--- src/rtl/csr_access_seq.sv ---
// CSR instruction sequencer: read-old / compute-new / write / respond for csrrd, csrwr and csrxchg.
// Build option: define CSR_XCHG_EN to enable the masked csrxchg write; otherwise op 10 is reserved.
module csr_access_seq (
    input  logic        clk,
    input  logic        rst,
    input  logic        req_valid,
    output logic        req_ready,
    input  logic [1:0]  req_op,
    input  logic [13:0] req_num,
    input  logic [31:0] req_rd_val,
    input  logic [31:0] req_rj_val,
    input  logic [4:0]  req_rd_idx,
    output logic [13:0] csr_addr,
    input  logic [31:0] csr_rdata,
    output logic [13:0] csr_waddr,
    output logic        csr_wen,
    output logic [31:0] csr_wdata,
    output logic        resp_valid,
    input  logic        resp_ready,
    output logic [4:0]  resp_rd_idx,
    output logic [31:0] resp_data,
    output logic        resp_err,
    output logic        busy
);

    localparam logic [1:0] ST_IDLE  = 2'd0;
    localparam logic [1:0] ST_READ  = 2'd1;
    localparam logic [1:0] ST_WRITE = 2'd2;
    localparam logic [1:0] ST_RESP  = 2'd3;

    localparam logic [1:0] OP_RD   = 2'b00;
    localparam logic [1:0] OP_WR   = 2'b01;
    localparam logic [1:0] OP_XCHG = 2'b10;
    localparam logic [1:0] OP_RSV  = 2'b11;

    logic [1:0]  state;
    logic [1:0]  next_state;
    logic [1:0]  op_q;
    logic [13:0] num_q;
    logic [31:0] rd_val_q;
    logic [4:0]  rd_idx_q;
    logic [31:0] old_q;
    logic [31:0] wdata_q;

    logic        is_write;
    logic        is_err;
    logic [31:0] new_val;

`ifdef CSR_XCHG_EN
    logic [31:0] rj_val_q;

    // NOTE: every always_comb output gets a default first, so no path can infer a latch.
    always_comb begin
        is_write = 1'b0;
        is_err   = 1'b0;
        new_val  = rd_val_q;
        case (op_q)
            OP_RD:   ;
            OP_WR:   is_write = 1'b1;
            OP_XCHG: begin
                is_write = 1'b1;
                // old value comes straight from the CSR file in READ, the cycle it is latched
                new_val  = (rd_val_q & rj_val_q) | (csr_rdata & ~rj_val_q);
            end
            OP_RSV:  is_err = 1'b1;
            default: is_err = 1'b1;
        endcase
    end
`else
    // rj only feeds the xchg mask, which does not exist in this build
    logic unused_rj_val;
    assign unused_rj_val = ^req_rj_val;

    always_comb begin
        is_write = (op_q == OP_WR);
        is_err   = op_q[1];
        new_val  = rd_val_q;
    end
`endif

    always_comb begin
        next_state = state;
        case (state)
            ST_IDLE:  if (req_valid) next_state = ST_READ;
            ST_READ:  next_state = is_write ? ST_WRITE : ST_RESP;
            ST_WRITE: next_state = ST_RESP;
            ST_RESP:  if (resp_ready) next_state = ST_IDLE;
            default:  next_state = ST_IDLE;
        endcase
    end

    // NOTE: sequential state uses non-blocking assignments so all registers update together at the edge.
    always_ff @(posedge clk) begin
        if (rst) begin
            state    <= ST_IDLE;
            op_q     <= OP_RD;
            num_q    <= '0;
            rd_val_q <= '0;
            rd_idx_q <= '0;
            old_q    <= '0;
            wdata_q  <= '0;
`ifdef CSR_XCHG_EN
            rj_val_q <= '0;
`endif
        end else begin
            state <= next_state;
            case (state)
                ST_IDLE: begin
                    if (req_valid) begin
                        op_q     <= req_op;
                        num_q    <= req_num;
                        rd_val_q <= req_rd_val;
                        rd_idx_q <= req_rd_idx;
`ifdef CSR_XCHG_EN
                        rj_val_q <= req_rj_val;
`endif
                    end
                end
                ST_READ: begin
                    // errored ops report 0 rather than the CSR contents
                    old_q <= is_err ? 32'd0 : csr_rdata;
                    if (is_write) wdata_q <= new_val;
                end
                default: ;
            endcase
        end
    end

    assign req_ready   = (state == ST_IDLE);
    assign busy        = (state != ST_IDLE);
    assign csr_addr    = num_q;
    assign csr_waddr   = num_q;
    assign csr_wen     = (state == ST_WRITE);
    assign csr_wdata   = wdata_q;
    assign resp_valid  = (state == ST_RESP);
    assign resp_rd_idx = rd_idx_q;
    assign resp_data   = old_q;
    assign resp_err    = (state == ST_RESP) && is_err;

endmodule

--- config.mk ---
export PLATFORM = sky130hd
export DESIGN_NAME = csr_access_seq
export DESIGN_NICKNAME = d
export VERILOG_FILES = /design/src/rtl/csr_access_seq.sv
export SDC_FILE = /design/constraint.sdc
export NUM_CORES = 1
export LEC_CHECK = 0
export BUFFER_PORTS_ARGS = -buffer_cell sky130_fd_sc_hd__buf_4
export CAP_MARGIN = 10
export CORE_AREA = 4 4 73 142
export DETAILED_ROUTE_END_ITERATION = 6
export DIE_AREA = 0 0 77 146
export PLACE_DENSITY_LB_ADDON = 0.08
export SETUP_SLACK_MARGIN = 0.4
export SKIP_CTS_REPAIR_TIMING = 1
export SKIP_LAST_GASP = 1
export SYNTH_ARGS = -nofsm -noshare
export SYNTH_HDL_FRONTEND = slang
export SYNTH_SLANG_ARGS = --single-unit
--- constraint.sdc ---
create_clock -name clk -period 3.5 [get_ports clk]
set_input_delay 0.35 -clock clk [delete_from_list [all_inputs] [get_ports clk]]
set_output_delay 0.35 -clock clk [all_outputs]
set_load 0.005 [all_outputs]
# After elaboration in Yosys (flattened, before gate mapping)
# Cells that the tools add are included.
# word_totals
regBits,119
inputBits,121
output_inout_bits,102
wordCells,24
# classes
eq_ne,6
n_mux,5
reduce_logical,6
# ops
operator,count
32-bit 2-to-1 mux,1
2-bit one-hot mux with 4 select lines,1
2-bit AND reduction,3
"2-bit by 1-bit == test with 1-bit output, second input constant",2
"2-bit == test, second input constant",2
2-bit 2-to-1 mux,2
2-bit zero test,1
"2-bit by 1-bit != test with 1-bit output, second input constant",1
"2-bit != test, second input constant",1
2-bit nonzero test,1
1-bit logical AND,1
1-bit 2-to-1 mux,1

# Logic depth before layout (Yosys ltp)
# logic_depth
depth_word,3
mapped_depth,7
depth_no_buf,5

# Worst setup path after synthesis
# Ideal clock, no wire load.
# synth_path
path_type,reg2reg
start,register state[0]
end,register num_q[10] (netlist: csr_addr[10])
setup_ns,0.132
t_arrival_ns,1.231
required_ns,3.368
slack_ns,2.136
path_stages_with_launch,8
n_path_buf,2
synth_period_minus_slack_ns,1.364
path_cell_list,dfxtp_1 inv_1 ha_1 and2_1 buf_4 buf_6 nand2_1 a21oi_1
# synth_between
elab_chain_len,2
# synth_lines
element,line_no,source
start: declaration,36,logic [1:0] state;
start signal: assignment,106,state <= next_state;
2-bit zero test,--,
named net req_ready,7,"output logic req_ready,"
2-bit AND reduction (no line),--,
end signal: assignment,111,num_q <= req_num;
end: declaration,39,logic [13:0] num_q;
# The timed path passes the listed nets, and every way through them passes these cells.
# A chain may end at the register's enable or synchronous reset.

# Worst setup path after layout
# layout_path
start,register state[0]
end,register rd_val_q[14] (netlist: new_val[14])
# layout_between
elab_chain_len,2
# layout_lines
element,line_no,source
2-bit zero test,107,case (state)
2-bit AND reduction (no line),--,
end signal: assignment,112,rd_val_q <= req_rd_val;
end: declaration,40,logic [31:0] rd_val_q;
# Every way passes these cells.

==> summary.md <==
| Metric | Value |
|---|---|
| Status | `completed` |
| Slew margin rel. | `19.5%` |
| Layout cells sized above 1 | `31.6%` |
| Routed WL per cell | `14.4 um` |
| Count of antenna-violating nets left after detailed routing | `0` |
| Mapped Nets | `671` |
| Final worst slack | `1.35 ns` |
| H-tree Lvls | `4` |
| Hold Vio Cnt, Final | `0` |
| Io pins | `223` |
| Reg2reg path depth | `5` |
| Async set-or-reset flop fraction in the synthesized netlist | `0%` |
| CP Cell Sequence | `inv_1 > ha_1 > and2_2 > nand2_1 > a21oi_1` |
| Vias in the first global route | `4,067` |
| Die Height | `146 um` |
| Pre-CTS setup slack | `1.40 ns` |
| Crit end category | `register` |
| Power Density | `663 nW/um^2` |
| Die Wd | `77 um` |
| R2r setup slk | `1.35 ns` |
| CTS Buf Count | `17` |
| Hold path startpoint | `csr_rdata[0]` |
| DPL Wire Length | `8120 um` |
| Crit Path Class | `register to register` |
| Cell Area, Synth | `4450 sq um` |
| Final nets | `832` |
| Post-synth EDFFs | `0` |
| Total track usage | `21.4%` |
| Post-layout min period | `2.15 ns` |
| Iter 0 DRT Violations | `199` |
| Initial antenna violation count | `0` |
| R2r startpoint | `state[0]` |
| Most frequent cell after synthesis | `nand2_1` |
| ANT cells | `0` |
| Fin util | `67.1%` |
| VDD IR max | `0.000440 V` |
| Post-route clock period utilization | `61.5%` |
| Post-Syn Instances | `546` |
| Register area share after synthesis | `53.6%` |
| Number of port buffers | `190` |
| Max FO, Critical Path | `53` |
| Min-Delay Endpoint | `resp_data[0]` |
| CP required | `3.80 ns` |
| Overall power | `4150 uW` |
| Clock insertion delay at the later pin of the skew report | `0.40 ns` |
| Synth Area per Inst | `8.15 sq um` |
| Ys Warns | `0` |
| Crit-path max cell delay | `0.87 ns` |
| CTS max path bufs | `2` |
| Slew at the pin with the worst max-slew slack | `1.21 ns` |
| Vias | `4,093` |
| Fmax | `0.465 GHz` |
| Global-route wire length before repair | `19,300 um` |
| Leakage | `0.00279 uW` |
| Clk pin slew, worst setup/hold paths | `0.05 ns` |
| Clock tree from TritonCTS | `done` |
| Critical path arrival | `2.46 ns` |
| Slew Limit Fails | `0` |
| Full die area | `11,200 sq um` |
| Top cell type's share of synthesized area | `53.6%` |
| Post-Route Setup TNS | `0 ns` |
| RSZ-0062 raised after global routing | `no` |
| List of most frequent post-synthesis cells | `171 x nand2_1, 119 x a21oi_1, 119 x dfxtp_1` |
| Pin count of the biggest net entering global routing | `120` |
| Root Driver | `clkbuf_16` |
| DRT Pass-1 Iters | `4` |
| Final wirelength | `11,800 um` |
| Synthesis-to-layout area growth | `40.6%` |
| Primary FF master, synth | `dfxtp_1` |
| CTS Sinks | `119` |
| Placer congestion estimate | `0.746` |
| Largest area contributor in the netlist | `dfxtp_1` |
| Clock skew | `0.00638 ns` |
| Register bit total from synthesis | `119` |
| Hold Crit Class | `input pin to register` |
| CP max-delay cell | `and2_2` |
| Number of remaining DRC errors | `0` |
| Netlist cell types | `21` |
| Via density | `4.97` |
| Rows | `50` |
| Final setup fails | `0` |
| Grt total ovfl | `0` |
| Initial Utilization | `47.7%` |
| Largest cells by area after synthesis | `dfxtp_1 54%, nand2_1 14%, a21oi_1 13%, nor2b_1 4.2%, nor2_1 2.8%` |
| Worst Hold Depth | `3` |
| Reg-to-reg endpoint | `new_val[14]` |
| Core area | `9320 sq um` |
| Maxcap violations | `0` |
| Setup crit start kind | `register` |
==> worst max-delay path by stage <==
stage / to / startpoint / cells after the start / slack [ns]
after detailed placement: resp_rd_idx[0] / state[0] / 5 / 1.40
after global placement: new_val[1] / state[0] / 5 / 1.50
final: new_val[14] / state[0] / 5 / 1.35
after floorplan: csr_addr[10] / state[0] / 7 / 2.14
after global routing: new_val[14] / state[1] / 5 / 1.11
after CTS: new_val[14] / state[0] / 5 / 1.29
==> kinds of logic after synthesis <==
| family | share of synthesized area [%] |
|---|---|
| adder cells (fa/ha/maj) | 1.13 |
| flip-flops | 53.6 |
| AO/OA/AOI/OAI | 13.9 |
| multiplexers | 0.253 |
| AND/OR/NAND/NOR | 23.0 |
| buffers and inverters | 8.21 |
==> stage by stage <==
| stage | hold slack [ns] | cells | instance area, sq um |
|---|---|---|---|
| floorplan | 0.432 | 546 | 4450 |
| global placement | 0.435 | 792 | 5690 |
| detailed placement | 0.443 | 792 | 5690 |
| CTS | 0.159 | 823 | 6250 |
| global route | 0.166 | 823 | 6250 |
| finish | 0.172 | 823 | 6250 |
==> worst max-delay path, delay by kind of cell (launching register included) <==
kind                       cells  cell delay [ns]
adders and majority gates      1             0.32
buffers and inverters          1             0.11
and+or+nand+nor                2             1.04
AOI/OAI and AO/OA              1             0.22
DFF                            1             0.34
==> metal layers <==
layer	global-route usage, %	wire length [um]	vias up
met1	21.5	4120	1881
met5	0	0	-
met3	8.18	870	24
met2	38.5	6540	137
li1	-	-	2051
met4	9.27	306	0
==> sequential cells by signal, summed over array words and instances (netlist names) <==
signal	flops
csr_wdata	32
new_val	32
resp_data	32
csr_addr	14
resp_rd_idx	5
op_q	2
state	2
==> cell type report <==
| class | count | area [sq um] |
|---|---|---|
| fillers | 798 | 3070 |
| flip-flops and latches | 119 | 2380 |
| multi-input cells | 371 | 1710 |
| repair buffers | 194 | 1460 |
| clock buffers | 21 | 460 |
| well taps | 104 | 130 |
| clock inverters | 10 | 104 |
| inverters | 4 | 15.0 |
==> layout by cell type (no fill, tap or decap), drive strengths merged <==
cell / count
inv: 4
nor2b: 30
a311oi: 1
clkinv: 8
nand2: 171
buf: 194
mux2: 1
ha: 4
nand3b: 1
nand2b: 2
and2: 2
and3b: 1
dfxtp: 119
a21o: 1
o21ai: 1
a21oi: 119
and2b: 3
nand3: 1
clkbuf: 21
nor2: 33
bufinv: 2
==> report_power, final <==
part | leakage (uW) | internal (uW) | switching [uW]
Combinational | 0.00154 | 410 | 476
Clock | 0.000286 | 1070 | 574
Sequential | 0.000970 | 1520 | 93.1
No activity file was read; power rests on OpenSTA's default activity.
